==> src/rtl/uart_tx_arb_pkg.sv <==
// ============================================================================
// Module : uart_tx_arb_pkg
// Brief  : Shared types and defaults for the UART TX round-robin arbiter.
// Rev    : 1.0  initial release
// ============================================================================
`default_nettype none

package uart_tx_arb_pkg;

  localparam int BYTE_W          = 8;
  localparam int DEF_NUM_REQ     = 4;
  localparam int DEF_STROBE_CYC  = 4;
  localparam int DEF_GAP_CYC     = 16;
  localparam int DEF_TIMEOUT_CYC = 65535;

  typedef enum logic [2:0] {
    ST_IDLE       = 3'd0,
    ST_STROBE     = 3'd1,
    ST_WAIT_START = 3'd2,
    ST_WAIT_DONE  = 3'd3,
    ST_GAP        = 3'd4
  } state_e;

  function automatic int cnt_width(input int limit);
    return $clog2(limit) + 1;
  endfunction

endpackage

`default_nettype wire

==> src/rtl/uart_tx_arbiter_rr_pick.sv <==
// ============================================================================
// Module : rr_pick
// Brief  : Combinational round-robin picker: first request at or after ptr_i.
// Rev    : 1.0  initial release
// ============================================================================
`default_nettype none

module rr_pick
  import uart_tx_arb_pkg::*;
#(
  parameter int NUM_REQ = DEF_NUM_REQ,
  parameter int IDX_W   = $clog2(NUM_REQ)
) (
  input  logic [NUM_REQ-1:0] req_i,
  input  logic [IDX_W-1:0]   ptr_i,
  output logic [NUM_REQ-1:0] sel_oh_o,
  output logic [IDX_W-1:0]   sel_idx_o,
  output logic               valid_o
);

  logic [IDX_W-1:0] w_cand;

  always_comb begin
    w_cand    = '0;
    sel_idx_o = '0;
    sel_oh_o  = '0;
    // Scan from the farthest offset down so the nearest requester wins last.
    for (int off = NUM_REQ - 1; off >= 0; off--) begin
      w_cand = IDX_W'((int'(ptr_i) + off) % NUM_REQ);
      if (req_i[w_cand]) begin
        sel_idx_o = w_cand;
      end
    end
    valid_o = |req_i;
    if (valid_o) begin
      sel_oh_o[sel_idx_o] = 1'b1;
    end
  end

endmodule

`default_nettype wire

==> src/rtl/uart_tx_arbiter.sv <==
// ============================================================================
// Module : uart_tx_arbiter
// Brief  : Round-robin sharing of one UART transmitter among NUM_REQ sources.
//          Define UART_TX_ARB_TIMEOUT_EN to add the bps_start watchdog.
// Rev    : 1.0  initial release
// ============================================================================
`default_nettype none

module uart_tx_arbiter
  import uart_tx_arb_pkg::*;
#(
  parameter int NUM_REQ     = DEF_NUM_REQ,
  parameter int STROBE_CYC  = DEF_STROBE_CYC,
  parameter int GAP_CYC     = DEF_GAP_CYC,
  parameter int TIMEOUT_CYC = DEF_TIMEOUT_CYC
) (
  input  logic                      clk,
  input  logic                      rst_n,
  input  logic [NUM_REQ-1:0]        req,
  input  logic [BYTE_W*NUM_REQ-1:0] req_data,
  output logic [NUM_REQ-1:0]        ack,
  output logic [NUM_REQ-1:0]        grant,
  output logic [BYTE_W-1:0]         tx_data,
  output logic                      tx_int,
  input  logic                      bps_start,
  output logic                      busy,
  output logic                      timeout
);

  localparam int PW      = $clog2(NUM_REQ);
  localparam int CNT_LIM = (STROBE_CYC > GAP_CYC) ? STROBE_CYC : GAP_CYC;
  localparam int CNT_W   = cnt_width(CNT_LIM);

  state_e              state_q;
  logic [NUM_REQ-1:0]  ack_q;
  logic [NUM_REQ-1:0]  grant_q;
  logic [BYTE_W-1:0]   tx_data_q;
  logic                tx_int_q;
  logic                busy_q;
  logic [PW-1:0]       ptr_q;
  logic [PW-1:0]       ptr_d;
  logic [CNT_W-1:0]    cnt_q;

  logic [BYTE_W-1:0]   w_bytes [NUM_REQ];
  logic [NUM_REQ-1:0]  w_sel_oh;
  logic [PW-1:0]       w_sel_idx;
  logic                w_sel_vld;

  for (genvar i = 0; i < NUM_REQ; i++) begin : g_unpack
    assign w_bytes[i] = req_data[BYTE_W*i +: BYTE_W];
  end

  rr_pick #(
    .NUM_REQ (NUM_REQ),
    .IDX_W   (PW)
  ) u_pick (
    .req_i     (req),
    .ptr_i     (ptr_q),
    .sel_oh_o  (w_sel_oh),
    .sel_idx_o (w_sel_idx),
    .valid_o   (w_sel_vld)
  );

  assign ptr_d = (w_sel_idx == PW'(NUM_REQ - 1)) ? '0 : w_sel_idx + 1'b1;

`ifdef UART_TX_ARB_TIMEOUT_EN
  localparam int WD_W = cnt_width(TIMEOUT_CYC);
  logic [WD_W-1:0] wd_q;
  logic            timeout_q;
`endif

  always_ff @(posedge clk or negedge rst_n) begin
    if (!rst_n) begin
      state_q   <= ST_IDLE;
      ack_q     <= '0;
      grant_q   <= '0;
      tx_data_q <= '0;
      tx_int_q  <= 1'b1;
      busy_q    <= 1'b0;
      ptr_q     <= '0;
      cnt_q     <= '0;
`ifdef UART_TX_ARB_TIMEOUT_EN
      wd_q      <= '0;
      timeout_q <= 1'b0;
`endif
    end else begin
      ack_q <= '0;
      case (state_q)
        ST_IDLE: begin
          if (w_sel_vld) begin
            grant_q   <= w_sel_oh;
            ack_q     <= w_sel_oh;
            tx_data_q <= w_bytes[w_sel_idx];
            ptr_q     <= ptr_d;
            cnt_q     <= '0;
            busy_q    <= 1'b1;
            state_q   <= ST_STROBE;
          end
        end
        ST_STROBE: begin
          if (cnt_q == CNT_W'(STROBE_CYC)) begin
            tx_int_q <= 1'b1;
            state_q  <= ST_WAIT_START;
          end else begin
            tx_int_q <= 1'b0;
            cnt_q    <= cnt_q + 1'b1;
          end
        end
        ST_WAIT_START: begin
          if (bps_start) begin
            state_q <= ST_WAIT_DONE;
          end
        end
        ST_WAIT_DONE: begin
          if (!bps_start) begin
            grant_q <= '0;
            cnt_q   <= '0;
            if (GAP_CYC == 0) begin
              busy_q  <= 1'b0;
              state_q <= ST_IDLE;
            end else begin
              state_q <= ST_GAP;
            end
          end
        end
        ST_GAP: begin
          if (cnt_q == CNT_W'(GAP_CYC - 1)) begin
            busy_q  <= 1'b0;
            state_q <= ST_IDLE;
          end else begin
            cnt_q <= cnt_q + 1'b1;
          end
        end
        default: begin
          grant_q  <= '0;
          tx_int_q <= 1'b1;
          busy_q   <= 1'b0;
          state_q  <= ST_IDLE;
        end
      endcase
`ifdef UART_TX_ARB_TIMEOUT_EN
      // Watchdog overrides the normal wait transitions when it expires.
      timeout_q <= 1'b0;
      if (state_q == ST_WAIT_START || state_q == ST_WAIT_DONE) begin
        if (wd_q == WD_W'(TIMEOUT_CYC - 1)) begin
          wd_q      <= '0;
          timeout_q <= 1'b1;
          tx_int_q  <= 1'b1;
          grant_q   <= '0;
          cnt_q     <= '0;
          busy_q    <= (GAP_CYC != 0);
          state_q   <= (GAP_CYC == 0) ? ST_IDLE : ST_GAP;
        end else begin
          wd_q <= wd_q + 1'b1;
        end
      end else begin
        wd_q <= '0;
      end
`endif
    end
  end

  assign ack     = ack_q;
  assign grant   = grant_q;
  assign tx_data = tx_data_q;
  assign tx_int  = tx_int_q;
  assign busy    = busy_q;

`ifdef UART_TX_ARB_TIMEOUT_EN
  assign timeout = timeout_q;
`else
  // Without the watchdog the limit is kept only so both builds share one interface.
  localparam logic UNUSED_TIMEOUT = (TIMEOUT_CYC != 0);
  assign timeout = 1'b0 & UNUSED_TIMEOUT;
`endif

endmodule

`default_nettype wire

==> config.mk <==
export PLATFORM = sky130hd
export DESIGN_NAME = uart_tx_arbiter
export DESIGN_NICKNAME = d
export VERILOG_FILES = /design/src/rtl/uart_tx_arb_pkg.sv /design/src/rtl/uart_tx_arbiter_rr_pick.sv /design/src/rtl/uart_tx_arbiter.sv
export SDC_FILE = /design/constraint.sdc
export NUM_CORES = 1
export LEC_CHECK = 0
export ABC_AREA = 1
export ABC_CLOCK_PERIOD_IN_PS = 4900
export BUFFER_PORTS_ARGS = -buffer_cell sky130_fd_sc_hd__buf_2
export CORE_MARGIN = 2
export CORE_UTILIZATION = 56
export DETAILED_ROUTE_END_ITERATION = 12
export PLACE_DENSITY = 0.87
export RECOVER_POWER = 25
export SYNTH_ARGS = -nofsm -noshare
export SYNTH_HDL_FRONTEND = slang
export SYNTH_SLANG_ARGS = --single-unit
==> constraint.sdc <==
create_clock -name clk -period 4.9 [get_ports clk]
set_input_delay 0.49 -clock clk [delete_from_list [all_inputs] [get_ports clk]]
set_output_delay 0.49 -clock clk [all_outputs]
set_load 0.01 [all_outputs]
Word-level counts from Yosys, hierarchy flattened

Index checks and enable logic that the tools add are counted.

Register bits: 28
Input port bits: 39
Word-level logic and storage cells: 88

Add/subtract/negate cells: 5
$lt $le $gt $ge: 7
Equality and inequality tests: 14
Mux-type cells: 39
Bitwise operators: 3
Reduce and logical (&&, ||, !) cells: 12

Operators by type and width:

| kind                                                                  | number |
|---|---|
| 5-bit 2-to-1 mux                                                      | 4 |
| 5-bit one-hot mux with 4 select lines                                 | 1 |
| 8-bit binary-select mux with 2-bit select                             | 1 |
| 4-bit 2-to-1 mux                                                      | 4 |
| 8-bit 2-to-1 mux                                                      | 2 |
| 2-bit by 3-bit < comparator with 1-bit output, second input constant  | 5 |
| 3-bit 2-to-1 mux                                                      | 5 |
| 3-bit one-hot mux with 5 select lines                                 | 1 |
| 2-bit != test, second input constant                                  | 6 |
| 4-bit one-hot mux with 3 select lines                                 | 1 |
| 2-bit 2-to-1 mux                                                      | 5 |
| 5-bit AND reduction                                                   | 2 |
| 1-bit binary-select mux with 2-bit select                             | 4 |
| 1-bit 2-to-1 mux                                                      | 8 |
| 4-bit OR reduction                                                    | 2 |
| 3-bit by 2-bit equality test with 1-bit output, second input constant | 2 |
| 3-bit AND reduction                                                   | 2 |
| 3-bit OR reduction                                                    | 2 |
| 5-bit by 1-bit adder with 5-bit output, second input constant         | 1 |
| 5-bit by 3-bit equality test with 1-bit output, second input constant | 1 |
| 5-bit by 4-bit equality test with 1-bit output, second input constant | 1 |
| 2-bit by 1-bit adder with 2-bit output, second input constant         | 2 |
| 2-bit adder, second input constant                                    | 2 |
| 4-bit nonzero test                                                    | 1 |
| 14 further kinds                                                      | 15 |

Depth between registers and ports, before layout

Depth in word-level cells: 13
Depth in mapped cells: 15
Depth with buffers taken out: 13

By module

Synthesis repeated with hierarchy kept, for this count alone.

Cell total of the unflattened synthesis: 265
Area total of the unflattened synthesis: 1829.3 µm²

By module, submodules not included:

| module          | instances | cells each | area each (µm²) | seq. area each (µm²) |
|---|---|---|---|---|
| uart_tx_arbiter | 1         | 218        | 1601.5          | 701.9 |
| rr_pick         | 1         | 47         | 227.7           | 0.0 |

Worst setup path before layout

No wires, ideal clock.

Kind: input port to flip-flop
From: input port req[3]
To: register ptr_q[1]
Setup time: 0.126 ns
Arrival time: 1.686 ns
Data required time: 4.774 ns
Setup slack: 3.087 ns
Cell stages on the path: 12
Path buffers: 1
Cells stage by stage: inv_1 nand2_1 nand3_1 nand2_1 inv_2 nand2_2 nand2_4 nand2_8 buf_12 ha_1 nand2_1 o21ai_0

Cells in the longest elaborated chain, start to end: 8
Elaborated cells between the ends (all ways): 17
Classes of those cells: add/sub (1); eq/ne (1); mux (13); reduce/logical (2)

Ends and longest elaborated chain:

| what                                                                          | RTL line                      | RTL |
|---|---|---|
| from (decl)                                                                   | uart_tx_arbiter.sv:19         | `input logic [NUM_REQ-1:0] req,` |
| 1-bit binary-select mux with 2-bit select                                     | uart_tx_arbiter_rr_pick.sv:30 | `if (req_i[w_cand]) begin` |
| 1-bit 2-to-1 mux (not written as such)                                        | uart_tx_arbiter_rr_pick.sv:30 |  |
| 2-bit 2-to-1 mux (3 in a row)                                                 | uart_tx_arbiter_rr_pick.sv:30 |  |
| 2-bit 2-to-1 mux *                                                            | uart_tx_arbiter_rr_pick.sv:30 |  |
| 2-bit by 1-bit adder with 2-bit output or 2-bit equality test (tied branches) | uart_tx_arbiter.sv:64         | `assign ptr_d = (w_sel_idx == PW'(NUM_REQ - 1)) ? '0 : w_sel_idx + 1'b1;` |
| 2-bit 2-to-1 mux *                                                            | uart_tx_arbiter.sv:64         |  |
| net ptr_d[1]                                                                  | uart_tx_arbiter.sv:41         | `logic [PW-1:0] ptr_d;` |
| to (signal assigned)                                                          | uart_tx_arbiter.sv:94         | `ptr_q <= ptr_d;` |
| to (decl)                                                                     | uart_tx_arbiter.sv:40         | `logic [PW-1:0] ptr_q;` |

Mark *: on every way through the listed nets, which the timed path passes. The rest lies on a longest branch. The select of a mux whose other input is x is not followed.
A chain may end at the register's enable or synchronous reset.

Final worst setup path

From: register ptr_q[0]
To: register tx_data_q[3] (netlist: tx_data[3])

Cells in the longest elaborated chain, start to end: 11
Elaborated cells between the ends (all ways): 19
Classes of those cells: add/sub (3); mux (15); bitwise (1)

Ends and longest elaborated chain:

| what                                                  | RTL line                      | RTL |
|---|---|---|
| 2-bit adder                                           | uart_tx_arbiter_rr_pick.sv:29 | `w_cand = IDX_W'((int'(ptr_i) + off) % NUM_REQ);` |
| 1-bit binary-select mux with 2-bit select             | uart_tx_arbiter_rr_pick.sv:30 |  |
| 1-bit 2-to-1 mux (not written as such)                | uart_tx_arbiter_rr_pick.sv:30 |  |
| 2-bit 2-to-1 mux (3 in a row)                         | uart_tx_arbiter_rr_pick.sv:30 |  |
| 2-bit 2-to-1 mux *                                    | uart_tx_arbiter_rr_pick.sv:30 |  |
| 2-bit NOT with 3-bit output (not written as such) *   | uart_tx_arbiter.sv:93         | `tx_data_q <= w_bytes[w_sel_idx];` |
| 8-bit binary-select mux with 2-bit select *           | uart_tx_arbiter.sv:93         |  |
| 8-bit 2-to-1 mux (not written as such) * (2 in a row) | uart_tx_arbiter.sv:93         |  |
| to (signal assigned)                                  | uart_tx_arbiter.sv:93         |  |
| to (decl)                                             | uart_tx_arbiter.sv:37         | `logic [BYTE_W-1:0] tx_data_q;` |

Mark *: on every way between the ends. The rest lies on a longest branch, timed or not. The select of a mux whose other input is x is not followed.

==> out/summary.json <==
{
  "cts": {
    "cts_root_buffer": "sky130_fd_sc_hd__clkbuf_4",
    "cts_setup_buffers": 0,
    "clk_pin_slew_ns": 0.15,
    "gates_resized_cts_repair": 0,
    "cts_inserted_buffers": 3,
    "insertion_delay_ns": 0.33,
    "hold_buffer_count_at_cts": 0,
    "cts-root-to-sink-buffers": 2,
    "ctsHtreeMaxLevel": 1,
    "cts_tree": "yes",
    "clock_sink_count": 28
  },
  "synth": {
    "syn_avg_cell_area_um2": 6.87,
    "synth.top_cells.by_count": "sky130_fd_sc_hd__nand2_1 (70), sky130_fd_sc_hd__inv_1 (56), sky130_fd_sc_hd__nand3_1 (37)",
    "syn_warnings": 0,
    "postSynthCellCount": 283,
    "synth_edf_count": 0,
    "yosys_most_used_dff": "sky130_fd_sc_hd__dfrtp_1",
    "syn_nets": 326,
    "yosysSeqAreaShare_pct": 36.1,
    "synth-seq-cells": 28,
    "synthDistinctLibCells": 29,
    "netlist_area_um2": 1940,
    "most_common_cell_in_the_netlist": "sky130_fd_sc_hd__nand2_1",
    "synth.area.top_cells": "sky130_fd_sc_hd__dfrtp_1 (35%), sky130_fd_sc_hd__nand2_1 (14%), sky130_fd_sc_hd__inv_1 (11%)",
    "yosys.area.top_type": "sky130_fd_sc_hd__dfrtp_1",
    "asyncSetResetFlopFracSynth_pct": 100,
    "yosysTopAreaCellShare_pct": 34.7
  },
  "critical_path": {
    "worst-endpoint-arrival_ns": 2.50,
    "cp-start-kind": "register",
    "timing.setup.critical_path_class": "reg -> reg",
    "rr_worst_depth": 10,
    "critPathMaxFanout": 11,
    "crit_required_ns": 5.18,
    "cp-end-kind": "register"
  },
  "placement": {
    "place.gp.congestion": 0.879,
    "post_dp_cell_area_um2": 2200,
    "buffer_ports.inserted": 56,
    "place_hpwl_mm": 3.11
  },
  "global_routing": {
    "first_global_vias": 1656,
    "grt_start_max_net_pins": 29,
    "grt_use_total_pct": 21.4,
    "first_pass_grt_wire_length_mm": 6.87,
    "antenna_found_initial": 0,
    "grt_overflow_total": 0
  },
  "final_layout": {
    "syn2layout_area_growth_pct": 15.1,
    "fillCellCount": 325,
    "utilization_pct": 67.0,
    "finalNetCount": 378,
    "final_antenna_diode_count": 0,
    "fraction_of_final_layout_cells_sized_beyond_drive_strength_1_pct": 25.1,
    "final_area_um2": 2240
  },
  "timing": {
    "max-slew-margin-rel_pct": 4.06,
    "unrepaired_setup_endpoints_after_global_routing": "no",
    "timing.final.max_slew_violations": 0,
    "timing.fmax_mhz": 452,
    "fin_worst_skew_ns": 0.00596,
    "tightestPinTransition_ns": 1.44,
    "finalHoldWorstSlack_ns": 0.473,
    "hold_viol": 0,
    "setup_violations": 0,
    "final.min_clock_period_ns": 2.21,
    "fin_setup_tns_ns": 0,
    "min_period_over_period_pct": 45.2
  },
  "routing": {
    "antenna_violating_nets_remaining": 0,
    "wl_per_cell_um": 10.5,
    "vias": 1880,
    "drt_iter0_markers": 118,
    "detail_route.wirelength_mm": 3.98,
    "detail_route.vias_per_cell": 4.95,
    "drt_pass_1_iters": 4,
    "drc": 0
  },
  "floorplanning": {
    "floorplan.die.width_um": 62.9,
    "die_height_um": 62.9,
    "core_um2": 3340,
    "initial_core_util_pct": 58.3,
    "io_pins": 58,
    "rows": 21,
    "dieArea_um2": 3960
  },
  "power": {
    "vdd_drop_max_uv": 357,
    "power_density_nw_per_um2": 643,
    "power_leakage_nw": 1.34
  },
  "outcome": {
    "status": "finished, final reports clean"
  },
  "hold_path": {
    "worstHoldPathType": "in -> async"
  },
  "job": {
    "drv.max_cap_violation_count": 0
  }
}
-- placed cells by master, fill, tap and decap left out, types with 2 or more instances in the layout --
cell type	netlist	layout
sky130_fd_sc_hd__nand3_1	37	37
sky130_fd_sc_hd__nor2_1	19	19
sky130_fd_sc_hd__o21ai_0	16	16
sky130_fd_sc_hd__buf_2	3	55
sky130_fd_sc_hd__nand3_2	5	5
sky130_fd_sc_hd__nand2_1	70	70
sky130_fd_sc_hd__dfrtp_1	27	27
sky130_fd_sc_hd__a21oi_1	7	7
sky130_fd_sc_hd__inv_1	56	56
sky130_fd_sc_hd__nand2_2	10	10
sky130_fd_sc_hd__clkbuf_4	0	3
sky130_fd_sc_hd__nor3_1	2	2
sky130_fd_sc_hd__inv_2	3	3
sky130_fd_sc_hd__ha_1	4	4
sky130_fd_sc_hd__o21ai_1	3	3
sky130_fd_sc_hd__nand4_1	3	3
sky130_fd_sc_hd__nor2_2	2	2
-- cell families after synthesis --
| family | synth area share, % |
|---|---|
| and+or+nand+nor | 37.8 |
| buffers and inverters | 15.8 |
| DFF | 36.1 |
| AOI/OAI and AO/OA | 7.01 |
| adders and majority gates | 2.57 |
| xor gates and xnor gates | 0.451 |
| other | 0.193 |
-- layout make-up --
type | instances | area, um^2 | area share (%)
multi-input cells | 186 | 935 | 41.8
flip-flops and latches | 28 | 702 | 31.4
repair buffers | 56 | 279 | 12.5
inverters | 60 | 228 | 10.2
well taps | 46 | 57.6 | 2.57
clock buffers | 4 | 36.3 | 1.62
-- per-stage QoR --
step	total power, mW	cells	worst slack, ns
2_1_floorplan	1.19	283	3.09
3_3_place_gp	1.31	376	2.79
3_5_place_dp	1.33	376	2.62
4_1_cts	1.45	380	2.66
5_1_grt	1.60	380	2.33
6_report	1.44	380	2.69
-- flip-flops by register name (all words and copies together) (netlist names) --
signal	cells
tx_data	8
cnt_q	5
ack	4
grant	4
state_q	3
ptr_q	2
busy	1
tx_int	1
-- routing by layer --
metal	global-route usage, %	share of wire (%)	wire, um	up-vias
li1	-	-	-	978
met1	26.1	44	1740	833
met2	37.2	49	1960	64
met3	3.78	5.8	232	5
met4	8.33	1.2	49	0
met5	0	0	0	-
-- critical path, cell delays in order, from the launching register on --
cell,delay [ns]
sky130_fd_sc_hd__dfrtp_1,0.62
sky130_fd_sc_hd__nand2_1,0.12
sky130_fd_sc_hd__nor2_1,0.13
sky130_fd_sc_hd__nor2_2,0.07
sky130_fd_sc_hd__nand3_1,0.09
sky130_fd_sc_hd__nand2_1,0.08
sky130_fd_sc_hd__o21ai_1,0.69
sky130_fd_sc_hd__nand3_1,0.16
sky130_fd_sc_hd__nand2_1,0.10
sky130_fd_sc_hd__nand2_1,0.05
sky130_fd_sc_hd__nand2_1,0.07
-- report_power, final --
group	switching [mW]	internal (mW)
clock network	0.0660	0.0455
logic	0.617	0.315
registers	0.0697	0.326
-- path summary, 6_finish.rpt --
check | start | end | slack, ns
worst min-delay path | rst_n | state_q[2] | 0.47
worst min register to register | tx_data[7] | tx_data[7] | 0.49
worst max register to register | ptr_q[0] | tx_data[3] | 2.69
max in group asynchronous | rst_n | tx_data[0] | 3.59
min in group clk | tx_data[7] | tx_data[7] | 0.49
worst max-delay path | ptr_q[0] | tx_data[3] | 2.69
No activity file was read; power rests on OpenSTA's default activity.
